[src/rtl/cpu_sequencer_if.sv]
// Board-side control and datapath-side instruction bundle
// for the demo CPU sequencer.
interface cpu_sequencer_if #(
  parameter int ADDR_W = 4
);
  logic              run;
  logic              step;
  logic              clear;
  logic              load_we;
  logic [ADDR_W-1:0] load_addr;
  logic [7:0]        load_data;
  logic [7:0]        instr;
  logic              exec;
  logic [ADDR_W-1:0] pc;
  logic              busy;
  logic              halted;

  modport master (
    output run, step, clear,
    output load_we, load_addr, load_data,
    input  instr, exec, pc, busy, halted
  );

  modport slave (
    input  run, step, clear,
    input  load_we, load_addr, load_data,
    output instr, exec, pc, busy, halted
  );
endinterface

[src/rtl/cpu_sequencer.sv]
// Fetch/decode/execute sequencer with a small loadable
// program memory, in-sequencer jump and halt handling.
module cpu_sequencer #(
  parameter int ADDR_W = 4
) (
  input  logic            clk,
  input  logic            rst_n,
  cpu_sequencer_if.slave  bus
);

  typedef enum logic [2:0] {
    IDLE,
    FETCH,
    DECODE,
    EXEC,
    HALT
  } state_e;

  localparam int DEPTH = 2 ** ADDR_W;

  state_e            state_q, state_d;
  logic [ADDR_W-1:0] pc_q, pc_d;
  logic [7:0]        ir_q, ir_d;
  logic [7:0]        mem_q [DEPTH];

  logic              is_halt;
  logic              is_jmp;
  logic              we_ok;
  logic [ADDR_W-1:0] pc_inc;

  assign is_halt = (ir_q[3:0] == 4'hF);
  assign is_jmp  = (ir_q[3:0] == 4'hE);
  assign pc_inc  = pc_q + {{(ADDR_W-1){1'b0}}, 1'b1};

  assign we_ok = bus.load_we &&
                 (state_q == IDLE ||
                  state_q == HALT);

  // Program memory write; not reset, only loaded when quiet.
  always_ff @(posedge clk) begin
    if (we_ok) begin
      mem_q[bus.load_addr] <= bus.load_data;
    end
  end

  // State, program counter and instruction register.
  always_ff @(posedge clk or negedge rst_n) begin
    if (!rst_n) begin
      state_q <= IDLE;
      pc_q    <= '0;
      ir_q    <= 8'h00;
    end else begin
      state_q <= state_d;
      pc_q    <= pc_d;
      ir_q    <= ir_d;
    end
  end

  // Next-state logic; clear overrides everything.
  always_comb begin
    state_d = state_q;
    pc_d    = pc_q;
    ir_d    = ir_q;
    unique case (state_q)
      IDLE: begin
        if (bus.run || bus.step) begin
          state_d = FETCH;
        end
      end
      FETCH: begin
        ir_d    = mem_q[pc_q];
        state_d = DECODE;
      end
      DECODE: begin
        state_d = EXEC;
      end
      EXEC: begin
        unique case (1'b1)
          is_halt: begin
            state_d = HALT;
          end
          is_jmp: begin
            pc_d    = ir_q[ADDR_W+3:4];
            state_d = bus.run ? FETCH : IDLE;
          end
          default: begin
            pc_d    = pc_inc;
            state_d = bus.run ? FETCH : IDLE;
          end
        endcase
      end
      HALT: begin
        state_d = HALT;
      end
      default: begin
        state_d = IDLE;
      end
    endcase
    if (bus.clear) begin
      state_d = IDLE;
      pc_d    = '0;
    end
  end

  assign bus.instr  = ir_q;
  assign bus.pc     = pc_q;
  assign bus.exec   = (state_q == EXEC) &&
                      !is_halt && !is_jmp;
  assign bus.busy   = (state_q == FETCH) ||
                      (state_q == DECODE) ||
                      (state_q == EXEC);
  assign bus.halted = (state_q == HALT);

endmodule

[src/flat_wrapper.sv]
// flat-port wrapper written by rule: the top's interface ports become plain ports
module cpu_sequencer_flat 
#(
  parameter int ADDR_W = 4
)
  (clk, rst_n, bus_run, bus_step, bus_clear, bus_load_we, bus_load_addr, bus_load_data, bus_instr, bus_exec, bus_pc, bus_busy, bus_halted);
  cpu_sequencer_if #(.ADDR_W(ADDR_W)) bus_i ();
  input  logic clk;
  input  logic rst_n;
  input wire logic [$bits(bus_i.run)-1:0] bus_run;
  input wire logic [$bits(bus_i.step)-1:0] bus_step;
  input wire logic [$bits(bus_i.clear)-1:0] bus_clear;
  input wire logic [$bits(bus_i.load_we)-1:0] bus_load_we;
  input wire logic [$bits(bus_i.load_addr)-1:0] bus_load_addr;
  input wire logic [$bits(bus_i.load_data)-1:0] bus_load_data;
  output wire logic [$bits(bus_i.instr)-1:0] bus_instr;
  output wire logic [$bits(bus_i.exec)-1:0] bus_exec;
  output wire logic [$bits(bus_i.pc)-1:0] bus_pc;
  output wire logic [$bits(bus_i.busy)-1:0] bus_busy;
  output wire logic [$bits(bus_i.halted)-1:0] bus_halted;
  assign bus_i.run = bus_run;
  assign bus_i.step = bus_step;
  assign bus_i.clear = bus_clear;
  assign bus_i.load_we = bus_load_we;
  assign bus_i.load_addr = bus_load_addr;
  assign bus_i.load_data = bus_load_data;
  assign bus_instr = bus_i.instr;
  assign bus_exec = bus_i.exec;
  assign bus_pc = bus_i.pc;
  assign bus_busy = bus_i.busy;
  assign bus_halted = bus_i.halted;
  cpu_sequencer #(.ADDR_W(ADDR_W)) u_core (.clk(clk), .rst_n(rst_n), .bus(bus_i));
endmodule
[config.mk]
export PLATFORM = sky130hd
export DESIGN_NAME = cpu_sequencer_flat
export DESIGN_NICKNAME = d
export VERILOG_FILES = /design/src/rtl/cpu_sequencer_if.sv /design/src/rtl/cpu_sequencer.sv /design/src/flat_wrapper.sv
export SDC_FILE = /design/constraint.sdc
export NUM_CORES = 1
export LEC_CHECK = 0
export ABC_AREA = 0
export CELL_PAD_IN_SITES_DETAIL_PLACEMENT = 0
export CELL_PAD_IN_SITES_GLOBAL_PLACEMENT = 2
export CORE_MARGIN = 2
export CORE_UTILIZATION = 49
export CTS_CLUSTER_DIAMETER = 30
export CTS_CLUSTER_SIZE = 24
export DETAILED_ROUTE_END_ITERATION = 6
export GPL_TIMING_DRIVEN = 1
export HOLD_SLACK_MARGIN = 0.15
export PLACE_DENSITY = 0.84
export REMOVE_ABC_BUFFERS = 1
export SLEW_MARGIN = 10
export SYNTH_ARGS = -nofsm -noshare
export SYNTH_HDL_FRONTEND = slang
export SYNTH_SLANG_ARGS = --single-unit
[constraint.sdc]
create_clock -name clk -period 5.79 [get_ports clk]
set_input_delay 1.158 -clock clk [delete_from_list [all_inputs] [get_ports clk]]
set_output_delay 1.158 -clock clk [all_outputs]
set_load 0.005 [all_outputs]
==> run metrics, run 1 <==
outcome complete, no violations; remaining design rule violation count 0; global-route wire length before repair 17300 µm; area growth from synthesis to layout 18.7%; sequential-to-total area share from yosys stat 73.4%; Port Buf Inserts 32; CP dominant cell by count sky130_fd_sc_hd__nor2_1; post-detailed-route count of antenna-violating nets 0; combined global-route utilization of all metal layers 19.0%; vias in the first global route 2904; Async SR Flop Fraction 10.5%; antenna violations before repair 0; floorplan die area 12600 µm²; clock buffer depth 2; placeable core area 11400 µm²; Worst-path clk slew 60 ps; max-slew violation count 0; Critical Path Slowest Stage Cell sky130_fd_sc_hd__nor2_1; DP HPWL 7020 µm; number of buffers inserted for hold repair after clock tree synthesis 0; Antenna Diode Count 0; Avg Synthesized Cell Area 19.4 µm²; final weighted congestion of routability-driven global placement 0.767; worst max-slew margin expressed relative to the limit 24.0%; distinct cell type count of the synthesized netlist 36; total CTS buffers 17; clk_skew 7.48 ps; most frequent standard cell in the layout excluding fill and tap cells sky130_fd_sc_hd__edfxtp_1; count of placed standard cells including taps 463; die height 112 µm; Crit Path Class reg -> out; post-synthesis instance total 296; crit path capture type output port; count of flip-flops with a built-in enable after synthesis 128; crit path max fanout 7; cell area after placement 6200 µm²; final hold slack 528 ps; wire length reported by the detailed router 11300 µm; RSZ-0062 raised after global routing false; most used flip-flop cell after synthesis sky130_fd_sc_hd__edfxtp_1; clock sink total 143; most used cells in the layout excluding fill and tap cells 128 x sky130_fd_sc_hd__edfxtp_1, 32 x sky130_fd_sc_hd__clkdlybuf4s50_1, 30 x sky130_fd_sc_hd__mux4_2; maximum number of pins on one net before global-route repair 37; CP Launch Type flip-flop; insertion delay of the later-clocked pin in the worst-skew pair 420 ps; final period utilization 52.3%; clock tree from TritonCTS yes; Die Span X 112 µm; worst voltage drop across the vdd grid 189 µV; Via-to-Cell Ratio 5.80; routed wirelength normalized by instance count 22.8 µm; Max Clk Rate 331 MHz; top cells by area in the synthesized netlist sky130_fd_sc_hd__edfxtp_1 67%, sky130_fd_sc_hd__mux4_2 12%, sky130_fd_sc_hd__dfrtp_1 6.5%; final net count 358; class of the most critical hold timing path reg -> reg; chain of cells forming the critical path nor2_1 > nor2_1 > clkdlybuf4s50_1; DRT iter0 DRCs 349; fraction of layout cells with a size suffix above 1 21.0%; count of synthesis-stage warnings from yosys 0; final standard cell utilization of the core 59.7%; summed area of non-filler cells in the final layout 6820 µm²; clock tree root driver cell sky130_fd_sc_hd__clkbuf_16; Post-Synthesis Cell Area 5740 µm²; most area-hungry cell type in the Yosys netlist sky130_fd_sc_hd__edfxtp_1; number of violations of the max-capacitance limit 0; Initial Util 50.3%; number of failing hold endpoints at the final stage 0; CTS H-Tree Depth 4; Site Rows 39; Slew @ Worst Pin 1130 ps; maximum cell stage delay along the critical path 470 ps; crit path launch u_core.state_q[0]$_DFFE_PN0P_; total congestion overflow after global routing 0; number of synthesized register bits 143; final-layout setup total negative slack 0 ps; power density normalized to cell area 369 nW/µm²; crit path setup slack, layout 2760 ps; buffers inserted by post-CTS timing repair 0; Setup-failing EPs final 0; worst reg2reg path startpoint u_core.bus.pc[0]$_DFFE_PN0P_; routed via count 2872; number of top-level pins 33; required arrival time at the worst endpoint 4630 ps; Synth top area share 66.9%; 1st-pass router iterations 5; Hold Startpoint u_core.bus.instr[7]$_DFFE_PN0N_; arrival time of the worst setup path 1870 ps; worst slack, placed 2440 ps; post-route non-filler standard cell count 495; PostCTS Resize Cnt 0; total power 2.51 mW; leakage power 2.12 nW; final critical path time including I/O delays and setup 3030 ps
## per-layer routing
metal	wire, µm	global-route usage (%)	share of wire [%]
met5	0	0	0
met4	141	5.12	1.2
met3	745	6.05	6.6
met2	5300	28.5	47
met1	5100	27.4	45
## final timing paths
kind                       slack, ps  cells after the start                              end
max                             2760                      3                         bus_busy
min in group asynchronous       1160                      1     u_core.bus.pc[2]$_DFFE_PN0P_
max in group asynchronous       4150                      1     u_core.bus.pc[0]$_DFFE_PN0P_
min reg2reg                      530                      1  u_core.bus.instr[7]$_DFFE_PN0N_
max reg2reg                     3070                      5  u_core.bus.instr[1]$_DFFE_PN0N_
min                              530                      1  u_core.bus.instr[7]$_DFFE_PN0N_
## flip-flops by register name (all words and copies together), names as in the netlist
signal and count:
u_core.state_q 3, u_core.mem_q 128, u_core.bus.instr 8, u_core.bus.pc 4
## final cells by class
class / count / area [µm²]
inverters: 3 / 11.3
fillers: 852 / 4600
flip-flops and latches: 143 / 4220
clock buffers: 17 / 425
well taps: 143 / 179
repair buffers: 37 / 358
clock inverters: 15 / 195
multi-input cells: 137 / 1430
## synthesized netlist by cell type, types with 2 or more instances
cell type,n
sky130_fd_sc_hd__and2_1,3
sky130_fd_sc_hd__nor2_1,22
sky130_fd_sc_hd__nand4_1,2
sky130_fd_sc_hd__a21oi_1,3
sky130_fd_sc_hd__nor2b_1,2
sky130_fd_sc_hd__dfrtp_1,15
sky130_fd_sc_hd__nand4b_1,2
sky130_fd_sc_hd__buf_2,7
sky130_fd_sc_hd__inv_1,3
sky130_fd_sc_hd__edfxtp_1,128
sky130_fd_sc_hd__a211oi_1,3
sky130_fd_sc_hd__o21ai_0,4
sky130_fd_sc_hd__a2111oi_0,2
sky130_fd_sc_hd__nor3_1,6
sky130_fd_sc_hd__mux2_2,7
sky130_fd_sc_hd__nand2_1,7
sky130_fd_sc_hd__mux4_2,30
sky130_fd_sc_hd__clkbuf_1,3
sky130_fd_sc_hd__nand2b_1,4
sky130_fd_sc_hd__mux2i_1,27
## power by group
| group | switching [mW] | internal (mW) | total, mW |
|---|---|---|---|
| Combinational | 0.0901 | 0.108 | 0.198 |
| Clock | 0.412 | 0.717 | 1.13 |
| Sequential | 0.0298 | 1.16 | 1.19 |
| Total | 0.532 | 1.98 | 2.51 |
## logic make-up after synthesis
| logic type | count (synthesis) | share of synthesized area, % |
|---|---|---|
| AND/OR/NAND/NOR | 56 | 5.05 |
| flip-flops | 143 | 73.4 |
| buffers and inverters | 16 | 1.63 |
| XOR/XNOR | 1 | 0.153 |
| adder cells (fa/ha/maj) | 1 | 0.218 |
| AO/OA/AOI/OAI | 15 | 1.66 |
| multiplexers | 64 | 17.8 |
## worst max-delay path, delay by kind of cell (launching register included)
kind | cells | cell delay (ps)
DFF | 1 | 440
and+or+nand+nor | 2 | 550
buffers and inverters | 1 | 460
Note: power is estimated with default switching activity, not from simulation.
==> run 2: changes to the inputs <==
CORE_UTILIZATION = 41   (was 49)
PLACE_DENSITY = 0.75   (was 0.84)
clock period = 2.5 ns   (was 5.79 ns; I/O delays follow)
==> run 2 against run 1 <==
Critical path depth did not move. Clock-buffer cell count is 1 higher. Global-route usage down 2.3 points. Largest cell class unchanged. Largest power group unchanged.
==> run metrics, run 2 (synthesized netlist as in run 1, its figures left out) <==
summed area of non-filler cells in the final layout 7050 µm²; worst max-slew margin expressed relative to the limit 52.2%; worst slack, placed 340 ps; power density normalized to cell area 810 nW/µm²; number of top-level pins 33; Max Clk Rate 442 MHz; final net count 378; max-slew violation count 0; Critical Path Slowest Stage Cell sky130_fd_sc_hd__clkdlybuf4s50_1; final weighted congestion of routability-driven global placement 0.732; number of buffers inserted for hold repair after clock tree synthesis 0; worst voltage drop across the vdd grid 477 µV; chain of cells forming the critical path inv_1 > nor3_1 > clkdlybuf4s50_1; Net Sw Power 1.26 mW; Worst-path clk slew 60 ps; final period utilization 90.4%; leakage power 2.23 nW; routed wirelength normalized by instance count 20.8 µm; DP HPWL 7510 µm; arrival time of the worst setup path 1760 ps; final-layout setup total negative slack 0 ps; total CTS buffers 17; power share of the combinational group 8.8%; power share of the clock group 43.0%; number of buffer and inverter instances along the worst setup path 2; layout filler cell count 1127; setup slack of the most critical reg-to-reg path 350 ps; DRT iter0 DRCs 250; number of flip-flops in the largest register 128; clock buffer depth 2; outcome complete, no violations; number of violations of the max-capacitance limit 0; CTS H-Tree Depth 4; Initial Util 41.7%; required arrival time at the worst endpoint 2000 ps; routed via count 2883; combined global-route utilization of all metal layers 16.7%; area growth from synthesis to layout 22.7%; power share of the sequential group 48.2%; floorplan die area 15000 µm²; Site Rows 43; class of the most critical hold timing path in -> async; maximum cell stage delay along the critical path 560 ps; number of failing hold endpoints at the final stage 0; remaining design rule violation count 0; fraction of layout cells with a size suffix above 1 25.5%; global-route wire length before repair 17700 µm; fraction of power spent switching nets 22.1%; crit path max fanout 6; total power 5.71 mW; dominant delay contributor by cell family on the critical path buffers and inverters; Cell Int Power 4.44 mW; clock tree root driver cell sky130_fd_sc_hd__clkbuf_16; Die Span X 122 µm; most frequent standard cell in the layout excluding fill and tap cells sky130_fd_sc_hd__edfxtp_1; maximum number of pins on one net before global-route repair 38; total congestion overflow after global routing 0; die height 122 µm; final critical path time including I/O delays and setup 2260 ps; most used cells in the layout excluding fill and tap cells 128 x sky130_fd_sc_hd__edfxtp_1, 32 x sky130_fd_sc_hd__clkdlybuf4s50_1, 30 x sky130_fd_sc_hd__mux4_2; buffers inserted by post-CTS timing repair 0; PostCTS Resize Cnt 0; crit path capture type output port; RSZ-0062 raised after global routing false; post-detailed-route count of antenna-violating nets 0; placeable core area 13800 µm²; clock sink total 143; antenna violations before repair 0; crit path setup slack, layout 239 ps; Port Buf Inserts 32; Via-to-Cell Ratio 5.22; clk_skew 5.93 ps; clock tree from TritonCTS yes; 1st-pass router iterations 4; insertion delay of the later-clocked pin in the worst-skew pair 410 ps; Antenna Diode Count 0; cell area after placement 6460 µm²; Setup-failing EPs final 0; Crit Path Class reg -> out; register with the most flip-flops u_core.mem_q; Slew @ Worst Pin 714 ps; wire length reported by the detailed router 11500 µm; vias in the first global route 2998; CP Launch Type flip-flop
[run 2: cell count changes in the layout (fill, tap and decap cells not counted), sizes merged]
| cell | change |
|---|---|
| buf | +20 |
| bufinv | -2 |
| clkbuf | +1 |
| clkinv | -2 |
| inv | +3 |
[run 2: per-layer routing]
metal | global-route usage (%) | vias up | share of wire (%)
li1 | - | 1321 | -
met1 | 22.7 | 1489 | 46
met2 | 26.2 | 62 | 49
met3 | 3.90 | 11 | 3.2
met4 | 6.97 | 0 | 1.9
met5 | 0 | - | 0
[run 2: path summary, 6_finish.rpt]
path | startpoint | cells after the start | endpoint
max | u_core.state_q[2]$_DFFE_PN0P_ | 3 | bus_halted
min | rst_n | 1 | u_core.state_q[2]$_DFFE_PN0P_
max reg2reg | u_core.bus.pc[0]$_DFFE_PN0P_ | 6 | u_core.bus.instr[2]$_DFFE_PN0N_
min reg2reg | u_core.bus.instr[7]$_DFFE_PN0N_ | 1 | u_core.bus.instr[7]$_DFFE_PN0N_
max in group asynchronous | rst_n | 1 | u_core.bus.pc[0]$_DFFE_PN0P_
min in group clk | u_core.bus.instr[7]$_DFFE_PN0N_ | 1 | u_core.bus.instr[7]$_DFFE_PN0N_
[run 2: power by group through the flow]
| stage | clock, mW | sequential (mW) | combinational (mW) |
|---|---|---|---|
| CTS | 2.49 | 2.75 | 0.513 |
| global route | 2.60 | 2.76 | 0.548 |
| detailed placement | 0 | 2.80 | 0.512 |
| finish | 2.45 | 2.75 | 0.501 |
| floorplan | 0 | 2.81 | 0.208 |
| global placement | 0 | 2.80 | 0.503 |
[run 2: area by class of cell]
cell class	count	area, µm²	share of cell area, %
multi-input combinational	137	1430	20.3
clock inverter	14	159	2.25
clock buffer	18	429	6.09
sequential	143	4220	59.9
inverter	3	11.3	0.160
timing repair buffer	57	571	8.10
tap	180	225	3.20
[run 2: metrics by stage]
step | hold WS, ps | instances | utilization, %
CTS | 542 | 552 | 51.2
global placement | 538 | 520 | 46.9
detailed placement | 535 | 520 | 46.9
global route | 581 | 552 | 51.2
finish | 520 | 552 | 51.2
floorplan | 204 | 283 | -
[run 2: worst reg2reg max path: cells and delay by family, from the launching register on]
| kind | cells | cell delay [ps] |
|---|---|---|
| flip-flops | 1 | 490 |
| multiplexers | 4 | 1210 |
| buffers and inverters | 2 | 340 |
